==> src/rtl/bdd_pkg.sv <==
// bdd_pkg: shared constants and types for the BDD accelerator front end.
package bdd_pkg;
  localparam int FEAT_W = 8;
  localparam int NUM_FEAT = 5;
  typedef logic [NUM_FEAT-1:0][FEAT_W-1:0] feat_vec_t;
  typedef enum logic {IDLE = 1'b0, COLLECT = 1'b1} asm_state_t;
endpackage

==> src/rtl/sync_fifo.sv <==
// sync_fifo: first-word-fall-through FIFO with wrap-bit pointers and occupancy count.
module sync_fifo #(
  parameter int WIDTH = 48,
  parameter int DEPTH = 4
) (
  input  logic                       clk,
  input  logic                       rst_n,
  input  logic                       push,
  input  logic [WIDTH-1:0]           wdata,
  input  logic                       pop,
  output logic [WIDTH-1:0]           rdata,
  output logic                       full,
  output logic                       empty,
  output logic [$clog2(DEPTH):0]     count
);
  localparam int AW = $clog2(DEPTH);
  logic [WIDTH-1:0] mem [DEPTH];
  logic [AW:0] wr_ptr, rd_ptr;
  assign count = wr_ptr - rd_ptr;
  assign empty = wr_ptr == rd_ptr;
  assign full = wr_ptr == {~rd_ptr[AW], rd_ptr[AW-1:0]};
  assign rdata = mem[rd_ptr[AW-1:0]];
  always_ff @(posedge clk)
    if (push) mem[wr_ptr[AW-1:0]] <= wdata;
  always_ff @(posedge clk or negedge rst_n)
    if (!rst_n) begin
      wr_ptr <= '0;
      rd_ptr <= '0;
    end else begin
      wr_ptr <= wr_ptr + AW'(push) + (AW+1)'(0);
      rd_ptr <= rd_ptr + AW'(pop) + (AW+1)'(0);
    end
endmodule

==> src/rtl/feature_loader.sv <==
// feature_loader: frames a byte-serial feature stream into ID-tagged vectors
// and buffers them in a FWFT FIFO for the tree walker.
module feature_loader #(
  parameter int NUM_FEAT = bdd_pkg::NUM_FEAT,
  parameter int FEAT_W = bdd_pkg::FEAT_W,
  parameter int DEPTH = 4,
  parameter int ID_W = 8
) (
  input  logic                       clk,
  input  logic                       rst_n,
  input  logic                       s_valid,
  output logic                       s_ready,
  input  logic [FEAT_W-1:0]          s_data,
  input  logic                       s_sop,
  output logic                       m_valid,
  input  logic                       m_ready,
  output logic [NUM_FEAT*FEAT_W-1:0] m_feat,
  output logic [ID_W-1:0]            m_id,
  output logic                       frame_err,
  output logic [7:0]                 err_count,
  output logic [$clog2(DEPTH):0]     occupancy
);
  import bdd_pkg::*;
  localparam int IW = $clog2(NUM_FEAT);
  localparam int VW = NUM_FEAT * FEAT_W;
  asm_state_t state;
  logic [IW-1:0] idx;
  logic [ID_W-1:0] id;
  logic [NUM_FEAT-1:0][FEAT_W-1:0] feat, nxt;
  logic [ID_W+VW-1:0] rdata;
  logic accept, last, push, pop, err, full, empty;
  assign s_ready = !full;
  assign accept = s_valid && s_ready;
  assign last = idx == IW'(NUM_FEAT - 1);
  assign push = accept && state == COLLECT && !s_sop && last;
  assign pop = !empty && m_ready;
  assign err = accept && (state == IDLE ? !s_sop : s_sop);
  assign m_valid = !empty;
  assign m_feat = empty ? '0 : rdata[VW-1:0];
  assign m_id = empty ? '0 : rdata[ID_W+VW-1:VW];
  // The vector being completed includes the byte on the bus this cycle.
  always_comb begin
    nxt = feat;
    nxt[s_sop ? '0 : idx] = s_data;
  end
  always_ff @(posedge clk or negedge rst_n)
    if (!rst_n) begin
      state <= IDLE;
      idx <= '0;
      id <= '0;
      feat <= '0;
      frame_err <= 1'b0;
      err_count <= '0;
    end else begin
      frame_err <= err;
      err_count <= err_count + 8'(err && err_count != 8'hFF);
      if (accept && (s_sop || state == COLLECT)) feat <= nxt;
      if (accept && s_sop) begin
        state <= COLLECT;
        idx <= IW'(1);
      end else if (accept && state == COLLECT) begin
        state <= last ? IDLE : COLLECT;
        idx <= last ? '0 : idx + 1'b1;
        id <= id + ID_W'(last);
      end
    end
  sync_fifo #(.WIDTH(ID_W + VW), .DEPTH(DEPTH)) u_fifo (
    .clk(clk),
    .rst_n(rst_n),
    .push(push),
    .wdata({id, nxt}),
    .pop(pop),
    .rdata(rdata),
    .full(full),
    .empty(empty),
    .count(occupancy)
  );
endmodule
==> config.mk <==
export PLATFORM = sky130hd
export DESIGN_NAME = feature_loader
export DESIGN_NICKNAME = d
export VERILOG_FILES = /design/src/rtl/bdd_pkg.sv /design/src/rtl/sync_fifo.sv /design/src/rtl/feature_loader.sv
export SDC_FILE = /design/constraint.sdc
export NUM_CORES = 1
export LEC_CHECK = 0
export ABC_AREA = 1
export CORE_MARGIN = 3
export CORE_UTILIZATION = 25
export CTS_CLUSTER_SIZE = 28
export DETAILED_ROUTE_END_ITERATION = 8
export PLACE_DENSITY = 0.47
export SLEW_MARGIN = 20
export SYNTH_ARGS = -nofsm -noshare
export SYNTH_HDL_FRONTEND = slang
export SYNTH_SLANG_ARGS = --single-unit
==> constraint.sdc <==
create_clock -name clk -period 7.7 [get_ports clk]
set_input_delay 1.54 -clock clk [delete_from_list [all_inputs] [get_ports clk]]
set_output_delay 1.54 -clock clk [all_outputs]
set_load 0.05 [all_outputs]
## Word level (Yosys, flattened, before mapping)

Memory sizes are Yosys's and may differ from the RTL's.
Cells that the tools add are included.

- Add/subtract/negate cells: 6
- $mul: 0
- Div/mod/pow operators: 0
- $lt $le $gt $ge: 2
- Equality and inequality tests: 4
- Shifts and indexed selects: 0
- Multiplexer cells: 15
- Bitwise gates (word level): 2
- Reduce and logical (&&, ||, !) cells: 16

Operators with widths:

| kind | number |
|---|---|
| $bwmux W40 | 1 |
| $mux W40 | 1 |
| $demux W8 S3 | 1 |
| $add A8 B1 Y8 | 2 |
| $mux W8 | 2 |
| $mux W3 | 4 |
| $logic_and A1 B1 Y1 | 10 |
| $ne A8 B8 Y1 const B | 1 |
| $add A3 B1 Y3 | 2 |
| $eq A3 B3 Y1 | 2 |
| $mux W1 | 6 |
| $lt A3 B4 Y1 const B | 1 |
| $add A3 B1 Y3 const B | 1 |
| $eq A3 B3 Y1 const B | 1 |
| $ge A3 B1 Y1 const B | 1 |
| $logic_not A1 Y1 | 3 |
| $sub A3 B3 Y3 | 1 |
| $not A1 Y1 | 2 |
| $reduce_and A2 Y1 | 1 |
| $reduce_bool A2 Y1 | 1 |
| $logic_or A1 B1 Y1 | 1 |

- Flip-flop bits (word level): 67
- Latch bits: 0
- Bits in writable memories: 192
- ROM bits: 0
- Input port bits: 13
- Output and inout bits: 62
- Logic and storage cells: 58
- Memories: 1

Memory list:

| memory | depth | width | read ports | clocked after memory_dff | wr ports | RTL line | source |
|---|---|---|---|---|---|---|---|
| u_fifo.mem | 4 | 48 | 1 | 0 | 1 | sync_fifo.sv:17 | `logic [WIDTH-1:0] mem [DEPTH];` |

## Depth between registers and ports, before layout

- Word-level depth: 9
- Depth in mapped cells: 17
- Gate-level depth less buffers: 16

## Hierarchy

From an unflattened synthesis, not the netlist that was laid out.

- Cells, all modules: 1364
- Area, all modules: 12251.8 um2

By module, submodules not included:

| module | instances | cells an instance | area each (um2) | seq. area each (um2) |
|---|---|---|---|---|
| sync_fifo | 1 | 790 | 8424.3 | 5915.7 |
| feature_loader | 1 | 574 | 3827.4 | 1526.5 |

## Worst setup path before layout

Ideal clock, no wire load.

- Kind: input -> register
- Start point: in s_sop
- End point: mem u_fifo.mem[2][0], enable pin
- Setup time: 0.513 ns
- Arrival: 5.380 ns
- Data required time: 7.187 ns
- Slack: 1.807 ns
- Stages: 5
- Buffers on the path: 2
- Path through: buf_6 -> inv_1 -> nand4_1 -> buf_2 -> nor3_1

- Cells in the longest elaborated chain, start to end: 5

Ends and longest elaborated chain:

| element | RTL line | source |
|---|---|---|
| start: declaration | feature_loader.sv:14 | `input logic s_sop,` |
| $logic_not A1 Y1 | feature_loader.sv:35 | `assign push = accept && state == COLLECT && !s_sop && last;` |
| $logic_and A1 B1 Y1 (2 in series) | feature_loader.sv:35 |  |
| $mux W1 | sync_fifo.sv:24 | `if (push) mem[wr_ptr[AW-1:0]] <= wdata;` |
| $mux W1 (not written as such) | sync_fifo.sv:24 |  |
| end: declaration | sync_fifo.sv:17 |  |

Every way passes these cells.

## Worst setup path after layout

- Start point: reg u_fifo.rd_ptr[1]
- End point: out m_feat[26]

- Cells in the longest elaborated chain, start to end: 2
- Elaborated cells between the ends (all ways): 3
- Those cells by class: eq/ne: 1; mux: 1; memory: 1

Ends and longest elaborated chain:

| element | RTL line | source |
|---|---|---|
| start: declaration | sync_fifo.sv:18 | `logic [AW:0] wr_ptr, rd_ptr;` |
| start signal: assignment | sync_fifo.sv:31 | `rd_ptr <= rd_ptr + AW'(pop) + (AW+1)'(0);` |
| $mem_v2 Z4 W48 / $eq A3 B3 Y1 (equally long branches) | n/a |  |
| $mux W40 (*) | feature_loader.sv:39 | `assign m_feat = empty ? '0 : rdata[VW-1:0];` |
| end: declaration | feature_loader.sv:17 | `output logic [NUM_FEAT*FEAT_W-1:0] m_feat,` |

Every way passes the cells marked *; elsewhere a longest branch is shown, timed or not.

==> flow_summary_export.csv <==
group,metric,value,unit
outcome,outcome,"finished, final reports clean",
sta,fin_crit_sh,70.7,%
critical_path,rr_endpoint,"u_fifo.mem[3][7]",
sta,fin_ws,2250,ps
routing,wl_per_cell,16.5,um
worst_hold_path,min_path_type,"flop to flop",
clock_network,clkTransAtPathRegs,60,ps
sta,finalClockSkew,6.29,ps
placement,post-place-ws,2710,ps
clock_network,post-cts-setup-buffer-count,0,
yosys,synth_area,11000,um^2
sta,grt_setup_unrepaired,"false",
yosys,synth_top_area_share,52.2,%
routing,ant_nets,0,
finish,stdcell_count,1728,
grt,globalRouteMet1Util,16.5,%
critical_path,required,6160,ps
grt,grt_busiest_layer,"met2",
clock_network,cts_buffers,30,
critical_path,reg2reg_depth,8,
grt,overflow,0,
die,die_h,216,um
routing,drt_wl_total,28.5,mm
placement,io_buffers,74,
yosys,syn_avg_cell_area,10.6,um^2
routing,drc,0,
yosys,ys_top_cells_by_area,"edfxtp_1 (52%), dfrtp_1 (15%), nand2_1 (9.0%)",
clock_network,cts_root_buf,"clkbuf_16",
critical_path,cpLargestDelayFamily,"buffers and inverters",
placement,gp_congestion,0.708,
yosys,mappedNetlistNets,1071,
grt,grt_pass1_wl,44.3,mm
die,rows,76,
die,initial_core_util,25.5,%
die,die_w,216,um
flow_run,maxCapViolations,0,
sta,tns,0,ps
pwr,power_density,467,nW/um^2
grt,grt_antenna_before_repair,0,
yosys,syn_inst,1044,
finish,final_nets,1146,
yosys,yosys_warnings,0,
yosys,synth_top_area_cell,"edfxtp_1",
worst_hold_path,min_from,"feat[22]",
sta,hold_viol,0,
yosys,synth-seq-cells,259,
clock_network,clock_latency,540,ps
yosys,yosysSeqAreaShare,67.4,%
placement,dp.cells,1672,
pwr,p_leak,5.27,nW
clock_network,hold_buffers,0,
die,io_pins,75,
pwr,ir_drop,0.192,mV
critical_path,cpPeakStageDelay,740,ps
critical_path,cp_cell_sequence,"inv_2, ha_1, nand2_1, nor2_4, buf_4, a21oi_1, clkdlybuf4s50_1",
routing,drt_iter0_markers,520,
worst_hold_path,worstHoldEndpoint,"feat[22]",
clock_network,cts_max_level,1,
critical_path,r2r_start,"u_fifo.rd_ptr[1]",
worst_hold_path,min_path_cells,2,
routing,drtPass1Iterations,4,
placement,hpwl,16.8,mm
finish,n_fill_cell,4495,
critical_path,worst-path-buf-inv,3,
grt,met3_usage,1.85,%
clock_network,postCtsResizedCells,0,
sta,setup_viol,0,
routing,vias_per_cell,4.29,
finish,drive_above_1_share,9.36,%
critical_path,start_kind,"flop",
critical_path,crit_fanout,31,
finish,antenna_cells,0,
critical_path,worstPathArrival,3910,ps
critical_path,crit_path_top_delay_cell,"clkdlybuf4s50_1",
critical_path,worst-path-stages,7,
die,core_area,43400,um^2
yosys,synth_cell_type_count,28,
grt,grt_pass1_vias,7388,
finish,synthToLayoutAreaGrowth,21.7,%
grt,track_usage,12.1,%
clock_network,cts_tree,"built",
critical_path,reg2reg_slack,4160,ps
routing,dr_total_vias,7420,
clock_network,clock_path_buffers,3,
sta,period_needed,5450,ps
critical_path,critPathKind,"flop to primary output",
sta,slew_viol_final,0,
sta,worstMarginPinSlew,976,ps
sta,fmax,184,MHz
critical_path,endpoint_kind,"primary output",
die,die_area,46700,um^2
sta,slew_headroom,34.9,%
clock_network,cts.sinks,259,
grt,grt_max_degree,68,
grt,globalRouteMet2Util,20.1,%
==> power by group <==
part / switching (mW) / internal (mW) / total, mW / leakage [nW]
Sequential: 0.103 / 1.77 / 1.87 / 2.64
Clock: 0.561 / 0.877 / 1.44 / 0.490
Combinational: 2.13 / 0.843 / 2.97 / 2.14
==> cells by family (layout without fill, tap and decap cells) <==
| kind of cell | count (synthesis) | after routing | synth area share (%) |
|---|---|---|---|
| simple gates | 537 | 537 | 20.3 |
| flops | 259 | 259 | 67.4 |
| compound gates | 147 | 147 | 6.71 |
| buf+inv | 74 | 173 | 2.98 |
| fa+ha+maj | 14 | 14 | 1.65 |
| xor+xnor | 13 | 13 | 1.03 |
==> metrics by stage <==
stage	hold WS (ps)	utilization, %	total power [mW]	cell area, um^2
floorplan	442	-	3.94	11000
global placement	453	28.7	4.92	12400
detailed placement	459	28.7	4.95	12400
CTS	473	31.0	6.41	13400
global route	486	31.0	6.68	13400
finish	469	31.0	6.28	13400
==> registers in the layout, summed over array words and instances (netlist names) <==
name and count:
u_fifo.rd_ptr 3, feat 40, id 8, u_fifo.wr_ptr 3
u_fifo.mem 192, state 1, err_count 8, idx 3
frame_err 1
==> cell usage in the layout, fill, tap and decap left out, types with 2 or more instances in the layout <==
| cell type | count |
|---|---|
| clkdlybuf4s50_1 | 73 |
| inv_1 | 20 |
| a21oi_1 | 48 |
| o21ai_0 | 97 |
| xnor2_1 | 7 |
| dfrtp_1 | 65 |
| clkinv_1 | 5 |
| xor2_1 | 6 |
| nor3_2 | 4 |
| nand3b_1 | 2 |
| nor2_1 | 199 |
| ha_1 | 13 |
| nand4_1 | 5 |
| nor2_8 | 3 |
| nand3_1 | 30 |
| clkbuf_16 | 31 |
| inv_2 | 4 |
| dfrtp_2 | 2 |
| edfxtp_1 | 192 |
| clkbuf_1 | 7 |
| nor2_2 | 3 |
| nand2_2 | 21 |
| nand2_1 | 263 |
| nor2_4 | 4 |
| bufinv_16 | 4 |
| inv_4 | 2 |
| buf_4 | 16 |
| clkinv_2 | 7 |
==> routing by layer <==
metal	part of all wire, %	wire [um]
met2	47	13500
met3	4.1	1160
met4	2.4	678
met1	46	13200
met5	0	0
==> worst max path at each step <==
stage	start	endpoint	slack (ps)
6_report	u_fifo.rd_ptr[1]	m_feat[26]	2250
5_1_grt	u_fifo.rd_ptr[1]	m_feat[26]	1990
4_1_cts	u_fifo.rd_ptr[1]	m_feat[11]	2110
3_5_place_dp	u_fifo.rd_ptr[1]	m_feat[16]	2710
3_3_place_gp	u_fifo.rd_ptr[1]	m_feat[16]	2710
2_1_floorplan	s_sop	u_fifo.mem[2][0]	1810
==> worst min-delay path: cells and delay by family (launching register included) <==
kind             cells  cell delay, ps
DFF                  1             340
and+or+nand+nor      2             100
==> cell usage after synthesis, drive strengths merged <==
cell and instances:
fa 1, nand2 285, xnor2 7, nand3 31
nor3 5, xor2 6, buf 27, nor2 209
edfxtp 192, a21oi 48, clkbuf 20, inv 27
dfrtp 67, ha 13, o211ai 1, nand4 5
nand3b 2, o21ai 97, o21a 1
==> layout make-up <==
cell class,count,area [um^2],area share [%]
sequential,259,7440,55.4
multi-input combinational,711,3310,24.6
timing repair buffer,90,856,6.36
clock buffer,39,816,6.07
tap,585,732,5.44
clock inverter,17,185,1.38
inverter,27,108,0.800
(Power assumes the default switching activity.)
